### src/rtl/vga_game_pkg.sv
// Shared constants and state encoding for the VGA target game blocks.
package vga_game_pkg;

  localparam int unsigned H_ACTIVE = 640;
  localparam int unsigned V_ACTIVE = 480;
  localparam int unsigned GRID_DIM = 4;

  typedef enum logic [1:0] {
    WAIT = 2'd0,
    SHOW = 2'd1,
    COOL = 2'd2
  } state_t;

endpackage

### src/rtl/target_box_cmp.sv
// Combinational point-in-square test; the caller supplies any register stage.
module target_box_cmp #(
  parameter int unsigned SIZE = 32
) (
  input  logic [9:0] hcount,
  input  logic [9:0] vcount,
  input  logic [9:0] x,
  input  logic [9:0] y,
  output logic       inside_c
);

  // 11-bit upper bounds so x+SIZE cannot wrap near the screen edge
  logic [10:0] x_end;
  logic [10:0] y_end;

  assign x_end    = {1'b0, x} + 11'(SIZE);
  assign y_end    = {1'b0, y} + 11'(SIZE);
  assign inside_c = (hcount >= x) && ({1'b0, hcount} < x_end) &&
                    (vcount >= y) && ({1'b0, vcount} < y_end);

endmodule

### src/rtl/rand_target_spawner.sv
// Spawns a square target in a 4x4 grid cell chosen by rand_val, times it in nanos wraps.
// Optional: RAND_TARGET_NO_REPEAT_EN bumps a repeated cell to (cell+1) mod 16.
module rand_target_spawner
  import vga_game_pkg::*;
#(
  parameter int unsigned CELL_W   = H_ACTIVE / GRID_DIM,
  parameter int unsigned CELL_H   = V_ACTIVE / GRID_DIM,
  parameter int unsigned TGT_SIZE = 32,
  parameter int unsigned LIFETIME = 3,
  parameter int unsigned COOLDOWN = 1
) (
  input  logic        CLK,
  input  logic        reset,
  input  logic [3:0]  rand_val,
  input  logic [27:0] nanos,
  input  logic        hit,
  input  logic [9:0]  hcount,
  input  logic [9:0]  vcount,
  input  logic        video_on,
  output logic        target_on,
  output logic [9:0]  target_x,
  output logic [9:0]  target_y,
  output logic [7:0]  score,
  output logic [7:0]  misses,
  output logic        busy
);

  localparam int unsigned X_OFF = (CELL_W - TGT_SIZE) / 2;
  localparam int unsigned Y_OFF = (CELL_H - TGT_SIZE) / 2;

  state_t      state;
  logic [27:0] nanos_q;
  logic [3:0]  rand_q;
  logic [3:0]  tick_cnt;
  logic [3:0]  next_cnt_c;
  logic        tick_c;
  logic        new_rand_c;
  logic [3:0]  cell_c;
  logic [9:0]  spawn_x_c;
  logic [9:0]  spawn_y_c;
  logic        inside_c;

  assign tick_c     = (nanos == 28'd0) && (nanos_q != 28'd0);
  assign new_rand_c = (rand_val != rand_q);
  assign next_cnt_c = tick_cnt + 4'd1;

`ifdef RAND_TARGET_NO_REPEAT_EN
  logic [3:0] prev_cell;

  assign cell_c = (rand_val == prev_cell) ? rand_val + 4'd1 : rand_val;

  // Remember the cell of each spawned target
  always_ff @(posedge CLK) begin
    if (!reset) begin
      prev_cell <= 4'd0;
    end else if (state == WAIT && new_rand_c) begin
      prev_cell <= cell_c;
    end
  end
`else
  assign cell_c = rand_val;
`endif

  // row = cell[3:2], col = cell[1:0]
  assign spawn_x_c = 10'(cell_c[1:0]) * 10'(CELL_W) + 10'(X_OFF);
  assign spawn_y_c = 10'(cell_c[3:2]) * 10'(CELL_H) + 10'(Y_OFF);

  target_box_cmp #(.SIZE(TGT_SIZE)) u_box (
    .hcount   (hcount),
    .vcount   (vcount),
    .x        (target_x),
    .y        (target_y),
    .inside_c (inside_c)
  );

  always_ff @(posedge CLK) begin
    if (!reset) begin
      state     <= WAIT;
      nanos_q   <= 28'd0;
      rand_q    <= rand_val;
      tick_cnt  <= 4'd0;
      target_on <= 1'b0;
      target_x  <= 10'd0;
      target_y  <= 10'd0;
      score     <= 8'd0;
      misses    <= 8'd0;
      busy      <= 1'b0;
    end else begin
      nanos_q   <= nanos;
      rand_q    <= rand_val;
      target_on <= video_on && (state == SHOW) && inside_c;
      case (state)
        WAIT: begin
          if (new_rand_c) begin
            target_x <= spawn_x_c;
            target_y <= spawn_y_c;
            tick_cnt <= 4'd0;
            busy     <= 1'b1;
            state    <= SHOW;
          end
        end
        SHOW: begin
          // A hit on the final tick counts as a hit, not a miss
          if (hit) begin
            if (score != 8'hFF) score <= score + 8'd1;
            tick_cnt <= 4'd0;
            busy     <= 1'b0;
            state    <= COOL;
          end else if (tick_c) begin
            if (next_cnt_c == 4'(LIFETIME)) begin
              if (misses != 8'hFF) misses <= misses + 8'd1;
              tick_cnt <= 4'd0;
              busy     <= 1'b0;
              state    <= COOL;
            end else begin
              tick_cnt <= next_cnt_c;
            end
          end
        end
        COOL: begin
          if (COOLDOWN == 0) begin
            state <= WAIT;
          end else if (tick_c) begin
            if (next_cnt_c == 4'(COOLDOWN)) begin
              tick_cnt <= 4'd0;
              state    <= WAIT;
            end else begin
              tick_cnt <= next_cnt_c;
            end
          end
        end
        default: begin
          busy  <= 1'b0;
          state <= WAIT;
        end
      endcase
    end
  end

endmodule

### config.mk
export PLATFORM = sky130hd
export DESIGN_NAME = rand_target_spawner
export DESIGN_NICKNAME = d
export VERILOG_FILES = /design/src/rtl/vga_game_pkg.sv /design/src/rtl/target_box_cmp.sv /design/src/rtl/rand_target_spawner.sv
export SDC_FILE = /design/constraint.sdc
export NUM_CORES = 1
export LEC_CHECK = 0
export CORE_ASPECT_RATIO = 0.9
export CORE_MARGIN = 10
export CORE_UTILIZATION = 40
export CTS_CLUSTER_SIZE = 14
export DETAILED_ROUTE_END_ITERATION = 7
export PLACE_DENSITY_LB_ADDON = 0.15
export REMOVE_ABC_BUFFERS = 1
export SLEW_MARGIN = 20
export SYNTH_ARGS = -nofsm -noshare
export SYNTH_HDL_FRONTEND = slang
export SYNTH_SLANG_ARGS = --single-unit
### constraint.sdc
create_clock -name CLK -period 5.6 [get_ports CLK]
set_clock_uncertainty 0.1 [all_clocks]
set_input_delay 0.56 -clock CLK [delete_from_list [all_inputs] [get_ports CLK]]
set_output_delay 0.56 -clock CLK [all_outputs]
set_load 0.02 [all_outputs]
### Word level (Yosys, flattened, before mapping)

Cells that the tools add are included.

| cells by class | value |
|---|---|
| add/sub/neg operators | 7 |
| multipliers | 2 |
| divide/modulo/power cells | 0 |
| $lt $le $gt $ge | 4 |
| eq/ne operators | 12 |
| shifts and indexed selects | 0 |
| multiplexer cells | 19 |
| bitwise operators | 2 |
| reduce and logical (&&, ||, !) cells | 16 |

Operators by type and width:

| cell | number |
|---|---|
| $logic_not A28 Y1 | 1 |
| $reduce_bool A28 Y1 | 1 |
| $mux W4 | 6 |
| $add A10 B6 Y11 const B | 2 |
| $lt A10 B11 Y1 | 2 |
| $ge A10 B10 Y1 | 2 |
| $add A8 B1 Y8 const B | 2 |
| $ne A8 B8 Y1 const B | 2 |
| $mux W2 | 6 |
| $pmux W4 S3 | 1 |
| $add A10 B7 Y10 const B | 1 |
| $add A9 B6 Y10 const B | 1 |
| $reduce_and A5 Y1 | 2 |
| $reduce_and A4 Y1 | 2 |
| $logic_and A1 B1 Y1 | 6 |
| $mul A2 B4 Y6 const B | 1 |
| $ne A2 B2 Y1 const B | 3 |
| $pmux W2 S3 | 1 |
| $mul A2 B3 Y5 const B | 1 |
| $add A4 B1 Y4 const B | 1 |
| $eq A4 B1 Y1 const B | 1 |
| $eq A4 B2 Y1 const B | 1 |
| $mux W1 | 4 |
| $ne A4 B4 Y1 | 1 |
| 10 further kinds | 11 |

| word-level totals | value |
|---|---|
| register bits after elaboration | 76 |
| latch bits | 0 |
| RAM bits | 0 |
| ROM bits | 0 |
| bits of input ports | 56 |
| output and inout bits | 38 |
| word-level logic and storage cells | 72 |
| memories | 0 |

### Depth between registers and ports, before layout

| logic depth | value |
|---|---|
| depth after elaboration | 6 |
| gate-level depth with buffers | 9 |

### Cells and area by module

Synthesis repeated with hierarchy kept, for this count alone.

| second synthesis, totals | value |
|---|---|
| cell total of the unflattened synthesis | 410 |
| area total of the unflattened synthesis | 3774.9 µm² |

Modules (own cells, without submodules):

| module | instances | cells each | area an instance (µm²) | seq. area each (µm²) |
|---|---|---|---|---|
| rand_target_spawner | 1 | 296 | 2896.5 | 1361.3 |
| target_box_cmp | 1 | 114 | 878.3 | 0.0 |

### Least setup slack after synthesis

No wires, ideal clock.

| path | value |
|---|---|
| kind | input-to-reg |
| from | in hcount[5] |
| to | reg target_on |
| arrival | 2.020 ns |
| setup slack | 3.419 ns |
| stages | 8 |
| path buffers | 0 |
| cell sequence | inv_1 ha_1 or4_1 o31ai_1 a21o_1 a21oi_1 o21ai_0 and4_1 |

| between the ends | value |
|---|---|
| cells in the longest elaborated chain, start to end | 5 |
| elaborated cells between the ends (all ways) | 6 |

Ends and longest elaborated chain:

| element | RTL line | source |
|---|---|---|
| start: declaration | rand_target_spawner.sv:17 | `input logic [9:0] hcount,` |
| $lt A10 B11 Y1 or $ge A10 B10 Y1 (tied branches) | target_box_cmp.sv:18 | `assign inside_c = (hcount >= x) && ({1'b0, hcount} < x_end) &&` |
| $logic_and A1 B1 Y1 (*) (2 in series) | target_box_cmp.sv:18 |  |
| $logic_and A1 B1 Y1 (*) | target_box_cmp.sv:19 | `(vcount >= y) && ({1'b0, vcount} < y_end);` |
| $logic_and A1 B1 Y1 (*) | rand_target_spawner.sv:91 | `target_on <= video_on && (state == SHOW) && inside_c;` |
| end signal: assignment | rand_target_spawner.sv:91 |  |
| end: declaration | rand_target_spawner.sv:20 | `output logic target_on,` |

Every way passes the cells marked *; elsewhere a longest branch is shown, timed or not.
A chain may end at the register's enable or synchronous reset.

### Final worst setup path

Same ends and word-level chain as after synthesis.

==> results.md <==
- Period Utilization, post-route: 0.457
- RePlAce Congestion: 0.801
- Fillcell total: 810
- Postcts setup bufs: 0
- Worst ir drop on vdd: 0.150 mV
- Outcome: complete, no violations
- Maximum fanout along the worst path: 2
- Setup repair after global routing missed its margin: false
- Routed Antenna Nets: 0
- H-tree Lvls: 3
- Post-synth ARST share: 0
- Drt drc: 0
- Drt pass-1 iters: 4
- First-pass GRT wire length: 12700 um
- CP Class: primary input to flip-flop
- Setup violations, final: 0
- Final Critical Period: 2560 ps
- # rows: 32
- Worst R2R Path Depth: 8
- Reg2reg start: target_x[5]
- Worst Setup EP: target_on
- Clk buf depth: 2
- Grt total ovfl: 0
- Fin cells: approximately 590
- Commonest non-fill, non-tap cells in the layout: 85 x clkdlybuf4s50_1, 68 x dfxtp_1, 40 x ha_1
- Seq/Total Area, Yosys: 0.390
- Avg Cell Area, Syn: 9.31 sq um
- Post-DP HPWL: 5960 um
- Die Footprint: 12900 sq um
- CTS tree: built
- Starting Density: 0.409
- Largest net degree at the start of global routing: 53
- Cells after Synth: 375
- Cts hold-fix bufs: 0
- Most common cell after layout, fill and taps aside: clkdlybuf4s50_1
- Element type at the critical path start: primary input
- Clock Latency Late Sink: between 300 and 400 ps
- Pleak: 1.89 nW
- Mapped Area: 3490 sq um
- CTS Root Buffer Type: clkbuf_8
- Max-slew violations: 0
- TritonCTS Buffers: 9
- Die Y: 109 um
- Synth cell types: 49
- Final wirelength: roughly 7500 um
- Vias in the first global route: 2709
- Worst Hold Class: flip-flop to flip-flop
- Detailed Route Iter0 Violations: 74
- #FFs+latches synth: between 60 and 70
- Maxcap violations: 0
- Buffers added on ports: 85
- Post-synth EDFFs: 0
- Slew @ Worst Pin: between 700 and 800 ps
- Crit path from: hcount[5]
- Capturing element type of the critical path: flip-flop
- FF-to-FF End: target_on
- DP Cell Count: 570
- Hold Vio Cnt, Final: 0
- Layout cells sized above 1: 0.0600
- # resized after CTS: 0
- Initial antenna violation count: 0
- Setup TNS: 0 ps
- YS warnings: 0
- R2R setup slack: 3290 ps
- Total GRT Usage: 0.118
- Core box area: approximately 8500 sq um
- Worst EP required: 5780 ps
- Synth Flop Type: dfxtp_1
- Number of diodes: 0
- Slew headroom: 0.522
- Via density: 4.73
- Vias: 2769
- Maximum clock rate: 391 MHz
- Power Total: 1.36 mW
- Avg WL per Cell: ~13 um
- Top Ports: 94
- Area grow syn2layout: 32.1%
- Data arrival time of the worst path: 2740 ps
- Sink Count: 68
- Die W: 118 um
- Worst-path clk slew: 60 ps
- Nets: about 560
- PwrDens: approximately 300 nW/um^2
## how the worst min path moves through the flow
stage | cells after the start | start | slack (ps) | end
2_1_floorplan | 2 | state[1] | 370 | state[1]
3_3_place_gp | 2 | busy | 370 | busy
3_5_place_dp | 2 | busy | 370 | busy
4_1_cts | 2 | busy | 390 | busy
5_1_grt | 2 | state[1] | 430 | state[1]
6_report | 2 | busy | 380 | busy
## cell type report
type                            instances  area [sq um]  area share
Tap cell                              119           149      0.0323
Sequential cell                        68          1360       0.295
Clock buffer                           15           176      0.0383
Clock inverter                          1          5.00     0.00109
Timing Repair Buffer                   86           858       0.186
Inverter                               26          97.6      0.0212
Multi-Input combinational cell        271          1960       0.426
## power breakdown
part	total, mW	switching [mW]	internal (mW)
Sequential	0.567	0.0368	0.531
Clock	0.364	0.167	0.197
Combinational	0.431	0.228	0.203
## cell usage after synthesis (5+ instances only)
master,instances,share of area
clkbuf_1,8,0.0086
buf_4,8,0.017
nor2_1,29,0.031
o21ai_0,10,0.014
inv_1,26,0.028
xor2_1,8,0.020
mux2i_1,10,0.029
nand3_1,12,0.017
and2_1,31,0.056
a21oi_1,12,0.017
dfxtp_1,68,0.39
and3_1,5,0.0090
nor4_1,10,0.018
nor2b_1,5,0.0090
nand4_1,9,0.016
xnor2_1,12,0.030
nand2_1,20,0.022
ha_1,40,0.14
o21a_1,5,0.011
## per-stage QoR
step	util	hold WS [ps]	area, sq um	worst slack, ps
2_1_floorplan	-	368	3420	3420
3_3_place_gp	0.519	372	4430	2660
3_5_place_dp	0.519	374	4430	2730
4_1_cts	0.541	388	4610	3050
5_1_grt	0.541	431	4610	2920
6_report	0.541	381	4610	3040
## cell families after synthesis
| logic type | synth area share |
|---|---|
| other | 0.00107 |
| AND/OR/NAND/NOR | 0.236 |
| XOR/XNOR | 0.0502 |
| AO/OA/AOI/OAI | 0.0957 |
| adder cells (fa/ha/maj) | 0.143 |
| multiplexers | 0.0287 |
| flip-flops | 0.390 |
| buffers and inverters | 0.0552 |
## registers in the layout, summed over array words and instances, names as in the netlist
name       cells
target_on      1
score          8
tick_cnt       4
misses         8
target_y       7
state          2
nanos_q       28
rand_q         4
busy           1
target_x       5
## worst max-delay path: stages
cell and delay, ps:
clkdlybuf4s50_1 450, inv_1 50, ha_1 280, or4_1 520, o31ai_1 220, a21o_1 160, a21oi_1 80, o21ai_0 220
and4_1 210
## routing by layer
layer / global-route usage / vias to the layer above / part of all wire
met2: 0.183 / 67 / 0.43
met4: 0.0401 / 0 / 0.012
met3: 0.0486 / 11 / 0.066
met5: 0 / - / 0
met1: 0.146 / 1233 / 0.49
li1: - / 1458 / -
No activity file was read; power rests on OpenSTA's default activity.
